===== src/rtl/wb_initiator.sv =====
// Classic Wishbone initiator: one valid/ready command becomes one bus cycle,
// with a bounded wait for ack, and the outcome is returned on a valid/ready response port.
module wb_initiator #(
  parameter int ADDR_W  = 32,
  parameter int DATA_W  = 32,
  parameter int TIMEOUT = 255
) (
  input  logic                wb_clk_i,
  input  logic                wb_rst_ni,
  // command port
  input  logic                cmd_valid_i,
  output logic                cmd_ready_o,
  input  logic                cmd_we_i,
  input  logic [ADDR_W-1:0]   cmd_adr_i,
  input  logic [DATA_W-1:0]   cmd_dat_i,
  input  logic [DATA_W/8-1:0] cmd_sel_i,
  // response port
  output logic                rsp_valid_o,
  input  logic                rsp_ready_i,
  output logic [DATA_W-1:0]   rsp_dat_o,
  output logic                rsp_timeout_o,
  // Wishbone master
  output logic                wbm_cyc_o,
  output logic                wbm_stb_o,
  output logic                wbm_we_o,
  output logic [DATA_W/8-1:0] wbm_sel_o,
  output logic [ADDR_W-1:0]   wbm_adr_o,
  output logic [DATA_W-1:0]   wbm_dat_o,
  input  logic [DATA_W-1:0]   wbm_dat_i,
  input  logic                wbm_ack_i,
  // status
  output logic [7:0]          timeout_cnt_o
);

  localparam int SEL_W = DATA_W / 8;
  // Last wait-counter value before the cycle is abandoned; TIMEOUT <= 65535 fits in 16 bits.
  localparam logic [15:0] WAIT_LAST = 16'(TIMEOUT - 1);

  typedef enum logic [1:0] {
    IDLE = 2'd0,
    BUS  = 2'd1,
    RESP = 2'd2
  } state_e;

  state_e              state_q, state_d;
  logic                cyc_q, cyc_d;
  logic                we_q, we_d;
  logic [ADDR_W-1:0]   adr_q, adr_d;
  logic [DATA_W-1:0]   dat_q, dat_d;
  logic [SEL_W-1:0]    sel_q, sel_d;
  logic [15:0]         wait_q, wait_d;
  logic [DATA_W-1:0]   rsp_dat_q, rsp_dat_d;
  logic                rsp_to_q, rsp_to_d;
  logic [7:0]          tcnt_q, tcnt_d;

  // NOTE: every register is written with <= so all of them update from the same pre-edge values.
  always_ff @(posedge wb_clk_i or negedge wb_rst_ni) begin
    if (!wb_rst_ni) begin
      state_q   <= IDLE;
      cyc_q     <= 1'b0;
      we_q      <= 1'b0;
      adr_q     <= '0;
      dat_q     <= '0;
      sel_q     <= '0;
      wait_q    <= '0;
      rsp_dat_q <= '0;
      rsp_to_q  <= 1'b0;
      tcnt_q    <= '0;
    end else begin
      state_q   <= state_d;
      cyc_q     <= cyc_d;
      we_q      <= we_d;
      adr_q     <= adr_d;
      dat_q     <= dat_d;
      sel_q     <= sel_d;
      wait_q    <= wait_d;
      rsp_dat_q <= rsp_dat_d;
      rsp_to_q  <= rsp_to_d;
      tcnt_q    <= tcnt_d;
    end
  end

  always_comb begin
    // NOTE: hold-value defaults first, so no path through the case below can infer a latch.
    state_d   = state_q;
    cyc_d     = cyc_q;
    we_d      = we_q;
    adr_d     = adr_q;
    dat_d     = dat_q;
    sel_d     = sel_q;
    wait_d    = wait_q;
    rsp_dat_d = rsp_dat_q;
    rsp_to_d  = rsp_to_q;
    tcnt_d    = tcnt_q;

    unique case (state_q)
      IDLE: begin
        if (cmd_valid_i) begin
          we_d    = cmd_we_i;
          adr_d   = cmd_adr_i;
          dat_d   = cmd_dat_i;
          sel_d   = cmd_sel_i;
          cyc_d   = 1'b1;
          wait_d  = '0;
          state_d = BUS;
        end
      end
      BUS: begin
        // Ack is tested before expiry so a late-but-valid ack still completes normally.
        if (wbm_ack_i) begin
          cyc_d     = 1'b0;
          rsp_dat_d = we_q ? '0 : wbm_dat_i;
          rsp_to_d  = 1'b0;
          state_d   = RESP;
        end else if (wait_q == WAIT_LAST) begin
          cyc_d     = 1'b0;
          rsp_dat_d = '0;
          rsp_to_d  = 1'b1;
          if (tcnt_q != 8'hFF) tcnt_d = tcnt_q + 8'd1;
          state_d   = RESP;
        end else begin
          wait_d = wait_q + 16'd1;
        end
      end
      RESP: begin
        if (rsp_ready_i) state_d = IDLE;
      end
      default: state_d = IDLE;
    endcase
  end

  assign cmd_ready_o   = (state_q == IDLE);
  assign rsp_valid_o   = (state_q == RESP);
  assign rsp_dat_o     = rsp_dat_q;
  assign rsp_timeout_o = rsp_to_q;
  assign wbm_cyc_o     = cyc_q;
  assign wbm_stb_o     = cyc_q;
  assign wbm_we_o      = we_q;
  assign wbm_sel_o     = sel_q;
  assign wbm_adr_o     = adr_q;
  assign wbm_dat_o     = dat_q;
  assign timeout_cnt_o = tcnt_q;

endmodule


===== config.mk =====
export PLATFORM = sky130hd
export DESIGN_NAME = wb_initiator
export DESIGN_NICKNAME = d
export VERILOG_FILES = /design/src/rtl/wb_initiator.sv
export SDC_FILE = /design/constraint.sdc
export NUM_CORES = 1
export LEC_CHECK = 0
export ABC_AREA = 1
export CORE_UTILIZATION = 47
export DETAILED_ROUTE_END_ITERATION = 10
export PLACE_DENSITY = 0.85
export SYNTH_ARGS = -nofsm -noshare
export SYNTH_HDL_FRONTEND = slang
export SYNTH_SLANG_ARGS = --single-unit

===== constraint.sdc =====
create_clock -name wb_clk_i -period 4.06 [get_ports wb_clk_i]
set_input_delay 0.609 -clock wb_clk_i [delete_from_list [all_inputs] [get_ports wb_clk_i]]
set_output_delay 0.609 -clock wb_clk_i [all_outputs]
set_load 0.005 [all_outputs]

* Yosys cells after proc, flatten, opt, wreduce, memory -nomap -nowiden
Index checks and enable logic that the tools add are counted.
W data, S select, Z words.
** Word-level totals
- Logic and storage cells :: 49
- Bits in registers :: 129
- Output and inout bits :: 114
- Input port bits :: 106
** Cells by class
- Bitwise gates (word level) :: 1
- Eq/ne operators :: 9
- $add $sub $neg :: 2
- Reduce and logical (&&, ||, !) cells :: 9
- Muxes and demuxes :: 18
** Operators by type and width (count)
- $mux W32 :: 3
- $mux W16 :: 3
- $pmux W16 S2 :: 1
- $add A16 B1 Y16 const B :: 1
- $eq A16 B8 Y1 const B :: 1
- $add A8 B1 Y8 const B :: 1
- $mux W2 :: 4
- $ne A8 B8 Y1 const B :: 1
- $reduce_and A4 Y1 :: 2
- $ne A2 B2 Y1 const B :: 3
- $pmux W2 S3 :: 1
- $reduce_and A3 Y1 :: 2
- $mux W1 :: 5
- $reduce_and A2 Y1 :: 2
- $reduce_bool A2 Y1 :: 2
- $ne A3 B3 Y1 const B :: 1
- $eq A2 B1 Y1 const B :: 1
- $eq A2 B2 Y1 const B :: 1
- $logic_not A2 Y1 :: 1
- $ne A2 B1 Y1 const B :: 1
- $pmux W1 S2 :: 1
- $not A1 Y1 :: 1

* Logic depth before layout (Yosys ltp)
Gate-level depths: netlist of run 1.
- Word-level depth :: 4
- Mapped depth :: 10
- Gate-level depth less buffers :: 9

* Worst setup path before layout of run 1
No wires, ideal clock.
- Kind :: input to register
- From :: in wbm_ack_i
- To :: reg wait_q[6]
- Stages on the path :: 5
- Path slack :: 2.477 ns
- Library setup time :: 0.126 ns
- Path buffers :: 2
- Data required time :: 3.934 ns
- Data arrival time :: 1.457 ns
- Cells stage by stage :: clkbuf_1 nand2_2 nand3_4 buf_6 o21ai_0
** On the way
- Word-level cells in the longest chain between the ends :: 2
** RTL lines
- start, declared :: RTL line 30 : input logic wbm_ack_i,
- $ne A2 B2 Y1 (no line)
- $reduce_and A4 Y1 (no line)
- end signal, assigned :: RTL line 76 : wait_q <= wait_d;
- end, declared :: RTL line 51 : logic [15:0] wait_q, wait_d;
No other way between the ends.
A chain may end at the register's enable or synchronous reset.

* Worst setup path after layout of run 1
- From :: reg state_q[1]
- To :: reg wait_q[4]
** On the way
- Word-level cells in the longest chain between the ends :: 3
- Elaborated cells between the ends (all ways) :: 8
- Classes of those cells :: 4 x eq/ne; 1 x mux; 3 x reduce/logical
** RTL lines
- start, declared :: RTL line 45 : state_e state_q, state_d;
- start signal, assigned :: RTL line 70 : state_q <= state_d;
- $eq A2 B1 Y1 or $logic_not A2 Y1 (tied branches) :: RTL line 96 : unique case (state_q)
- $ne A2 B2 Y1 (no line) or $reduce_bool A2 Y1 (tied branches)
- $reduce_and A4 Y1 (no line)
Parallel ways exist; a longest one is shown, timed or not.

==> results by group, run 1 <==
Placement
  – Port buffer count: 219
  – Gpl congestion: between 0.8 and 0.9
  – Placed cells: roughly 870
  – Post-DP HPWL: 11,100 um

STA
  – RSZ-0062 raised after global routing: false
  – Final hold viol count: 0
  – Final hold slack: about 0.4 ns
  – Final period util: about 64%
  – Least-Margin Pin Slew: about 1.1 ns
  – Relative slew slack: 27.8%
  – Fin crit period: roughly 2.6 ns
  – Skew final: slightly above 0.007 ns
  – Fmax: just under 0.4 GHz
  – Final setup fails: 0
  – Slew Viols, Final: 0
  – TNS Setup: 0 ns

Clocking
  – Post CTS Setup Buffer Count: 0
  – Htree depth: 4
  – Hold-fix buffers, CTS: 0
  – Root Buffer Master: clkbuf_16
  – Sink Count: around 130
  – Clock transition at path regs: about 0.050 ns
  – CTS tree: yes
  – Num CTS Buffers: 17
  – CTS max path bufs: 2
  – Worst skew pair latency: ~0.42 ns
  – # resized after CTS: 0

Floorplanning
  – Die width: 112 um
  – Initial Utilization: between 40% and 50%
  – Row cnt: 39
  – Io pins: 220
  – Die area: around 13,000 um2
  – DIE HEIGHT: roughly 110 um
  – Core area: between 10,000 and 15,000 um2

Drt
  – Final wirelength: around 16,000 um
  – Vias/cell: between 5 and 6
  – TritonRoute pass-1 iters: 8
  – Drt first-iter violations: roughly 280
  – Drc violations: 8
  – DR WL/cell: 17.8 um
  – Total number of vias: just under 5,000
  – Post-DRT Antenna Nets: 0

Global routing
  – GRT Util Overall: 26.6%
  – Vias in the first global route: between 5,000 and 6,000
  – Initial antenna violation count: 0
  – Largest net degree at the start of global routing: 89
  – GRT overflow: 0
  – First-pass GRT wire length: 25,700 um

Final layout
  – Layout cells sized above 1: ~16%
  – Ant diodes: 0
  – Area Overhead vs Synth: 48.3%
  – Layout Utilization: roughly 73%
  – Fin cells: roughly 900
  – Nets: 856

Setup path
  – CP max stage delay: roughly 0.6 ns
  – Critical Path End Type: register
  – WP data required: around 4.4 ns
  – Critical path peak fanout: 36
  – Reg2Reg Setup Slack: 1.46 ns
  – Worst Setup Start Kind: register
  – Crit path cell chain: inv_1, nand2_1, inv_1, nand2_2, nand3_4, inv_1, nand2_1, nand2_1
  – Worst EP arrival: approximately 2.9 ns
  – CP max-delay cell: nand2_2
  – WS Path Type: register to register

Synth
  – Synth top area cells: dfrtp_1, mux2_2, nand2_1
  – Post-Syn Area: approximately 5700 um2
  – Mapped Cells: 533
  – Seq cells post-synth: roughly 130
  – Syn Area/Cell: ~11 um2
  – Synth top area share: a little under three fifths
  – Post-synthesis sequential area ratio: approximately 57%
  – Syn_nets: 642
  – Library cells used by synthesis: 32
  – Cell taking the most area after synthesis: dfrtp_1
  – Yosys warning total: 0

Power
  – Pwr Density: slightly below 700 nW/um2
  – Peak supply drop: a little under 0.5 mV
  – Static Leak: roughly 3.7 nW

Job
  – Max-cap violation count: 0

Worst hold path
  – Hold Path Class: primary input to asynchronous set/reset pin

Status
  – Failing checks: DRC
  – Status: complete, but fails checks
[area by class of cell]
cell class,instances,area (um2)
fill,792,3180
sequential,129,3230
timing repair buffer,225,2230
clock inverter,7,37.5
tap,143,179
multi-input combinational,348,2190
clock buffer,23,468
inverter,26,97.6
[cell usage in the layout, fill, tap and decap left out, types with 14 or more instances in the layout]
cell / count
clkdlybuf4s50_1: 218
nand2_1: 99
nand4_1: 36
nor2_1: 28
inv_1: 25
mux2_2: 68
dfrtp_1: 129
clkbuf_16: 17
nand3_1: 59
o21ai_0: 14
[worst max-delay path: cells and delay by family, from the launching register on]
| family | cells | cell delay (ns) |
|---|---|---|
| flip-flops | 1 | 0.38 |
| AND/OR/NAND/NOR | 5 | 1.35 |
| buffers and inverters | 3 | 0.74 |
[final timing paths]
check / startpoint / endpoint / depth (start not counted)
min reg2reg: rsp_dat_o[16] / rsp_dat_o[16] / 2
min: wb_rst_ni / rsp_dat_o[30] / 1
max: state_q[1] / wait_q[4] / 8
max in group asynchronous: wb_rst_ni / wbm_dat_o[31] / 2
max reg2reg: state_q[1] / wait_q[4] / 8
min in group wb_clk_i: rsp_dat_o[16] / rsp_dat_o[16] / 2
[stage by stage]
step           instance area [um2]  power, mW  setup WS, ns
3_5_place_dp                  7930       4.39          1.30
4_1_cts                       8440       5.76          1.50
3_3_place_gp                  7930       4.29          1.39
5_1_grt                       8440       6.01          1.20
2_1_floorplan                 5690       3.05          2.48
6_report                      8440       5.72          1.46
[sequential cells by signal, indices dropped and copies added, names as in the netlist]
signal         count
timeout_cnt_o      8
rsp_dat_o         32
wbm_adr_o         32
wbm_sel_o          4
wbm_cyc_o          1
wait_q            16
rsp_timeout_o      1
wbm_we_o           1
wbm_dat_o         32
state_q            2
[cells by family (layout without fill, tap and decap cells)]
| kind of cell | after synthesis | in the layout | synth area share, % |
|---|---|---|---|
| DFF | 129 | 129 | 56.7 |
| buffers and inverters | 56 | 281 | 4.77 |
| adders and majority gates | 3 | 3 | 0.660 |
| muxes | 68 | 68 | 13.5 |
| and+or+nand+nor | 244 | 244 | 20.7 |
| AOI/OAI and AO/OA | 26 | 26 | 2.64 |
| xor gates and xnor gates | 7 | 7 | 1.08 |
[where the power goes]
part	internal (mW)	total, mW	leakage, nW	switching [mW]
logic	1.39	2.30	1.86	0.917
clock network	0.797	1.32	0.252	0.524
registers	1.80	2.10	1.62	0.302
[cell usage after synthesis]
cell / number
buf_1: 1
o21ai_0: 14
nand3_1: 59
nor2_1: 28
o31ai_1: 1
nand4_1: 36
nand2_2: 7
or2_2: 2
a21oi_1: 2
mux2_2: 68
buf_6: 4
nor3_1: 4
o21a_1: 1
dfrtp_1: 129
xnor2_1: 2
o311ai_0: 1
inv_1: 25
inv_2: 1
clkbuf_1: 6
nor2_8: 1
nor2_2: 1
o21ai_1: 4
ha_1: 3
buf_2: 16
buf_4: 3
nand2_4: 1
nand2_1: 100
nand3_4: 2
nand3b_1: 2
xor2_1: 5
nor2_4: 1
o21ai_2: 3
[metal layers]
| layer | up-vias | part of all wire [%] | GRT usage [%] |
|---|---|---|---|
| li1 | 2238 | - | - |
| met1 | 2432 | 37 | 30.1 |
| met2 | 211 | 53 | 46.6 |
| met3 | 27 | 7.3 | 9.07 |
| met4 | 0 | 2.3 | 10.2 |
| met5 | - | 0 | 0 |
No activity file was read; power rests on OpenSTA's default activity.
==> run 2, diff against run 1 <==
--- a/config.mk
+++ b/config.mk
@@ -6,9 +6,9 @@
 export NUM_CORES = 1
 export LEC_CHECK = 0
 export ABC_AREA = 1
-export CORE_UTILIZATION = 47
+export CORE_UTILIZATION = 44
 export DETAILED_ROUTE_END_ITERATION = 10
-export PLACE_DENSITY = 0.85
+export PLACE_DENSITY = 0.8
 export SYNTH_ARGS = -nofsm -noshare
 export SYNTH_HDL_FRONTEND = slang
 export SYNTH_SLANG_ARGS = --single-unit
==> constraint.sdc (replaced) <==
create_clock -name wb_clk_i -period 2.6 [get_ports wb_clk_i]
set_input_delay 0.39 -clock wb_clk_i [delete_from_list [all_inputs] [get_ports wb_clk_i]]
set_output_delay 0.39 -clock wb_clk_i [all_outputs]
set_load 0.005 [all_outputs]
==> results by group, run 2 (same netlist as run 1, synthesis figures left out) <==
Placement
  – Post-DP HPWL: 11,200 um (+1.5%)
  – Placed Area: 8030 um2 (+1.2%)
  – Port buffer count: 219 (unchanged)
  – Placed cells: 903 (+3.7%)
  – Gpl congestion: 0.841 (-6.5%)

Drt
  – TritonRoute pass-1 iters: 5 (-3)
  – Total number of vias: 4,822 (-1.8%)
  – Post-DRT Antenna Nets: 0 (unchanged)
  – DR WL/cell: 16.9 um (-5.3%)
  – Drt first-iter violations: 374 (+36%)
  – Final wirelength: 15,800 um (-1.6%)
  – Drc violations: 0 (-8)
  – Vias/cell: 5.15 (-5.4%)

Global routing
  – Vias in the first global route: 4,779 (-5.2%)
  – GRT Util Overall: 24.1% (-2.5 points)
  – GRT overflow: 0 (unchanged)
  – Largest net degree at the start of global routing: 71 (-20%)
  – First-pass GRT wire length: 24,500 um (-4.7%)
  – Initial antenna violation count: 0 (unchanged)

Clocking
  – Post CTS Setup Buffer Count: 0 (unchanged)
  – Htree depth: 4 (unchanged)
  – Sink Count: 129 (unchanged)
  – Root Buffer Master: clkbuf_16
  – Clock transition at path regs: 0.06 ns (about the same)
  – Worst skew pair latency: 0.42 ns (about the same)
  – Num CTS Buffers: 17 (unchanged)
  – CTS max path bufs: 2 (unchanged)
  – CTS tree: yes

Setup path
  – Critical path peak fanout: 5 (-86%)
  – Worst r2r src: timeout_cnt_o[0]
  – Worst EP arrival: 1.56 ns (-1.34 ns)
  – Worst Setup Start Kind: register
  – Worst reg2reg path endpoint: timeout_cnt_o[2]
  – WS Path Type: register to output port
  – WP data required: 2.21 ns (-2.15 ns)
  – Reg2Reg Setup Slack: 0.74 ns (-0.72 ns)
  – Reg2Reg Depth: 7 (-1)
  – Critical Path End Type: output port

Final layout
  – Layout cells sized above 1: 16.5% (+0.53 points)
  – Final Instance Area: 8590 um2 (+1.8%)
  – Most frequent cells in the layout: clkdlybuf4s50_1, dfrtp_1, nand2_1, mux2_2, nand3_1
  – Area Overhead vs Synth: 50.9%
  – Filler instances: 971 (+23%)
  – Nets: 860 (+0.47%)
  – Ant diodes: 0 (unchanged)
  – Most common cell after layout, fill and taps aside: clkdlybuf4s50_1
  – Fin cells: 936 (+3.9%)

Power
  – Peak supply drop: 0.576 mV (+18%)
  – Pwr Density: 1060 nW/um2 (+56%)
  – Static Leak: 3.78 nW (+1.3%)

Floorplanning
  – Io pins: 220 (unchanged)
  – Core area: 12,600 um2 (+8.7%)
  – DIE HEIGHT: 116 um (+3.3%)
  – Row cnt: 41 (+5.1%)
  – Die area: 13,400 um2 (+6.7%)
  – Die width: 116 um (+3.3%)
  – Initial Utilization: 45.1% (-3.9 points)

STA
  – Final hold viol count: 0 (unchanged)
  – Slew Viols, Final: 0 (unchanged)
  – Least-Margin Pin Slew: 1.01 ns (-0.0709 ns)
  – TNS Setup: 0 ns (unchanged)
  – RSZ-0062 raised after global routing: false
  – Final setup fails: 0 (unchanged)
  – Final period util: about three quarters
  – Skew final: 0.0149 ns (+0.00789 ns)
  – Relative slew slack: 32.4% (+4.7 points)
  – Fin crit period: about 1.9 ns
  – Fmax: between 0.5 and 0.6 GHz

Worst hold path
  – Hold Path Class: primary input to asynchronous set/reset pin

Job
  – Max-cap violation count: 0 (unchanged)

Status
  – Status: finished, final reports clean
run 2: layout make-up:
cell class	instances	area (um2)	share of cell area [%]
clock buffer	23	468	5.45
multi-input combinational	348	2190	25.5
inverter	26	97.6	1.14
clock inverter	9	82.6	0.961
timing repair buffer	229	2300	26.8
tap	172	215	2.51
sequential	129	3230	37.6
run 2: where the power goes:
group | internal, mW | switching (mW) | leakage [nW] | total (mW)
sequential | 2.81 | 0.458 | 1.62 | 3.27
clock | 1.36 | 0.860 | 0.267 | 2.22
combinational | 2.21 | 1.41 | 1.89 | 3.62
total | 6.38 | 2.73 | 3.78 | 9.11
run 2: what timing repair did:
action                     CTS  global route
hold buffers                 1             0
resized for setup            0             0
setup endpoints to repair    0             0
hold endpoints to repair    23             0
run 2: metrics by stage:
step	setup slack, ns	total power, mW	hold WS [ns]	util (%)
finish	0.654	9.11	0.464	68.1
global route	0.549	9.59	0.491	68.1
CTS	0.638	9.19	0.417	68.1
detailed placement	0.614	6.92	0.317	63.6
global placement	0.668	6.77	0.307	63.6
floorplan	1.04	4.76	0.0944	-
run 2: how the worst max path moves through the flow:
| stage | cells past startpoint | start | endpoint | slack (ns) |
|---|---|---|---|---|
| 6_report | 2 | state_q[0] | cmd_ready_o | 0.65 |
| 5_1_grt | 7 | timeout_cnt_o[0] | timeout_cnt_o[2] | 0.55 |
| 4_1_cts | 2 | state_q[0] | cmd_ready_o | 0.64 |
| 3_5_place_dp | 4 | cmd_valid_i | wbm_dat_o[11] | 0.61 |
| 3_3_place_gp | 4 | cmd_valid_i | wbm_dat_o[11] | 0.67 |
| 2_1_floorplan | 8 | timeout_cnt_o[0] | timeout_cnt_o[6] | 1.04 |
run 2: layer usage:
layer / part of all wire, % / routed length [um] / track usage [%] / up-vias
met5: 0 / 0 / 0 / -
met4: 2.3 / 365 / 10.1 / 0
met3: 7.0 / 1100 / 7.01 / 27
met2: 51 / 8080 / 40.2 / 201
met1: 40 / 6260 / 29.4 / 2343
li1: - / - / - / 2251
run 2: worst max-delay path: stages (launching register included):
cell	delay, ns
dfrtp_1	0.42
nor2_1	0.18
clkdlybuf4s50_1	0.54
==> run 3, diff against run 2 <==
==> constraint.sdc (replaced) <==
create_clock -name wb_clk_i -period 2 [get_ports wb_clk_i]
set_input_delay 0.3 -clock wb_clk_i [delete_from_list [all_inputs] [get_ports wb_clk_i]]
set_output_delay 0.3 -clock wb_clk_i [all_outputs]
set_load 0.005 [all_outputs]
==> results by group, run 3 (same netlist as run 1, synthesis figures left out) <==
Status
  – Status: finished, final reports clean

Clocking
  – Worst skew pair latency: 0.42 ns (about the same)
  – CTS tree: yes
  – # resized after CTS: 0 (unchanged)
  – Sink Count: 129 (unchanged)
  – Num CTS Buffers: 17 (unchanged)
  – Htree depth: 4 (unchanged)
  – CTS max path bufs: 2 (unchanged)
  – Clock transition at path regs: 0.05 ns (about the same)
  – Root Buffer Master: clkbuf_16

Setup path
  – WS Path Type: register to output port
  – Critical Path End Type: output port
  – Bufs and invs on worst path: 1 (unchanged)
  – Worst EP arrival: 1.58 ns (+0.02 ns)
  – WP data required: 1.70 ns (-0.51 ns)
  – Top delay family on crit path: buffers and inverters
  – Worst Setup Start Kind: register
  – Critical path peak fanout: 5 (unchanged)
  – Crit path cell chain: nor2_1, clkdlybuf4s50_1
  – CP max stage delay: 0.54 ns (about the same)
  – CP max-delay cell: clkdlybuf4s50_1

Global routing
  – GRT overflow: 0 (unchanged)
  – First-pass GRT wire length: 24,800 um (+1.5%)
  – Vias in the first global route: 4,872 (+1.9%)
  – Largest net degree at the start of global routing: 57 (-20%)
  – Initial antenna violation count: 0 (unchanged)
  – GRT Util Overall: 24.6% (+0.51 points)

Drt
  – Post-DRT Antenna Nets: 0 (unchanged)
  – DR WL/cell: 17.0 um (+0.71%)
  – Vias/cell: 5.14 (-0.30%)
  – TritonRoute pass-1 iters: 5 (unchanged)
  – Final wirelength: 16,000 um (+0.93%)
  – Drc violations: 0 (unchanged)
  – Total number of vias: 4,818 (-0.083%)
  – Drt first-iter violations: 259 (-31%)

Floorplanning
  – Core area: 12,600 um2 (unchanged)
  – Initial Utilization: 45.1% (unchanged)
  – DIE HEIGHT: 116 um (unchanged)
  – Die width: 116 um (unchanged)
  – Row cnt: 41 (unchanged)
  – Die area: 13,400 um2 (unchanged)
  – Io pins: 220 (unchanged)

Final layout
  – Ant diodes: 0 (unchanged)
  – Most frequent cells in the layout: clkdlybuf4s50_1, dfrtp_1, nand2_1, mux2_2, nand3_1
  – Nets: 863 (+0.35%)
  – Register Area: 3230 um2 (unchanged)
  – Layout cells sized above 1: 16.3% (-0.17 points)
  – Filler instances: 971 (unchanged)
  – Footprint of the multi-input gates: 2190 um2 (unchanged)
  – Fin cells: 938 (+0.21%)
  – Most common cell after layout, fill and taps aside: clkdlybuf4s50_1
  – Area Overhead vs Synth: 51.6%
  – Layout Utilization: 68.4% (+0.32 points)

STA
  – Final period util: a little over nine tenths
  – Final hold viol count: 0 (unchanged)
  – Skew final: 0.0163 ns (+0.00138 ns)
  – Fin crit period: roughly 1.9 ns
  – TNS Setup: 0 ns (unchanged)
  – Slew Viols, Final: 0 (unchanged)
  – Least-Margin Pin Slew: 0.551 ns (-0.462 ns)
  – Fmax: 0.531 GHz
  – Relative slew slack: 63.3% (+31 points)
  – Final setup fails: 0 (unchanged)
  – RSZ-0062 raised after global routing: false

Power
  – Static Leak: 3.80 nW (+0.36%)
  – Peak supply drop: 0.906 mV (+57%)
  – Pwr Density: 1390 nW/um2 (+31%)

Placement
  – Port buffer count: 219 (unchanged)
  – Placed cells: 906 (+0.33%)
  – Gpl congestion: 0.838 (-0.37%)
  – Post-DP HPWL: 11,300 um (+0.41%)

Job
  – Max-cap violation count: 0 (unchanged)

Worst hold path
  – Hold Path Class: primary input to asynchronous set/reset pin
[run 3: path summary, 6_finish.rpt]
path | start | endpoint | slack [ns] | cells after the start
max in group asynchronous | wb_rst_ni | rsp_dat_o[7] | 0.91 | 3
min in group wb_clk_i | wbm_dat_i[19] | rsp_dat_o[19] | 0.45 | 3
hold / removal | wb_rst_ni | wbm_adr_o[4] | 0.40 | 2
hold reg to reg | rsp_dat_o[4] | rsp_dat_o[4] | 0.50 | 2
setup / recovery | state_q[0] | cmd_ready_o | 0.12 | 2
setup reg to reg | wait_q[0] | wait_q[4] | 0.24 | 9
[run 3: layer usage]
layer / GRT usage [%] / vias up / wire (um)
li1: - / 2258 / -
met1: 28.8 / 2348 / 6210
met2: 41.2 / 178 / 8150
met3: 8.42 / 34 / 1130
met4: 11.0 / 0 / 468
met5: 0 / - / 0
[run 3: where the power goes]
group,internal (mW),leakage (nW),switching (mW)
logic,2.88,1.91,1.86
clock network,1.93,0.268,1.07
registers,3.66,1.62,0.600
total,8.46,3.80,3.53
[run 3: layout make-up]
type / instances / area share [%]
well taps: 172 / 2.49
clock buffers: 27 / 5.71
clock inverters: 4 / 0.870
repair buffers: 232 / 27.0
inverters: 26 / 1.13
multi-input cells: 348 / 25.4
flip-flops and latches: 129 / 37.4
[run 3: metrics by stage]
step | total power, mW | hold slack (ns) | instance area, um2 | setup slack (ns)
2_1_floorplan | 6.18 | 0.00441 | 5690 | 0.437
3_3_place_gp | 8.81 | 0.308 | 8050 | 0.310
3_5_place_dp | 8.99 | 0.319 | 8050 | 0.274
4_1_cts | 12.1 | 0.416 | 8630 | 0.0930
5_1_grt | 12.6 | 0.453 | 8630 | 0.0721
6_report | 12.0 | 0.398 | 8630 | 0.117
[run 3: worst reg2reg max path: stages, from the launching register on]
cell and delay (ns):
dfrtp_1 0.40, inv_1 0.11, ha_1 0.18, nand2_2 0.07, nor2_4 0.17, nand3_4 0.19
nand3_4 0.30, inv_1 0.10, nand2_1 0.07, nand2_1 0.05
[run 3: repair_timing]
action                                 CTS  global route
buffers inserted                         0             0
hold buffers                             1             0
endpoints found under the hold margin   37             0
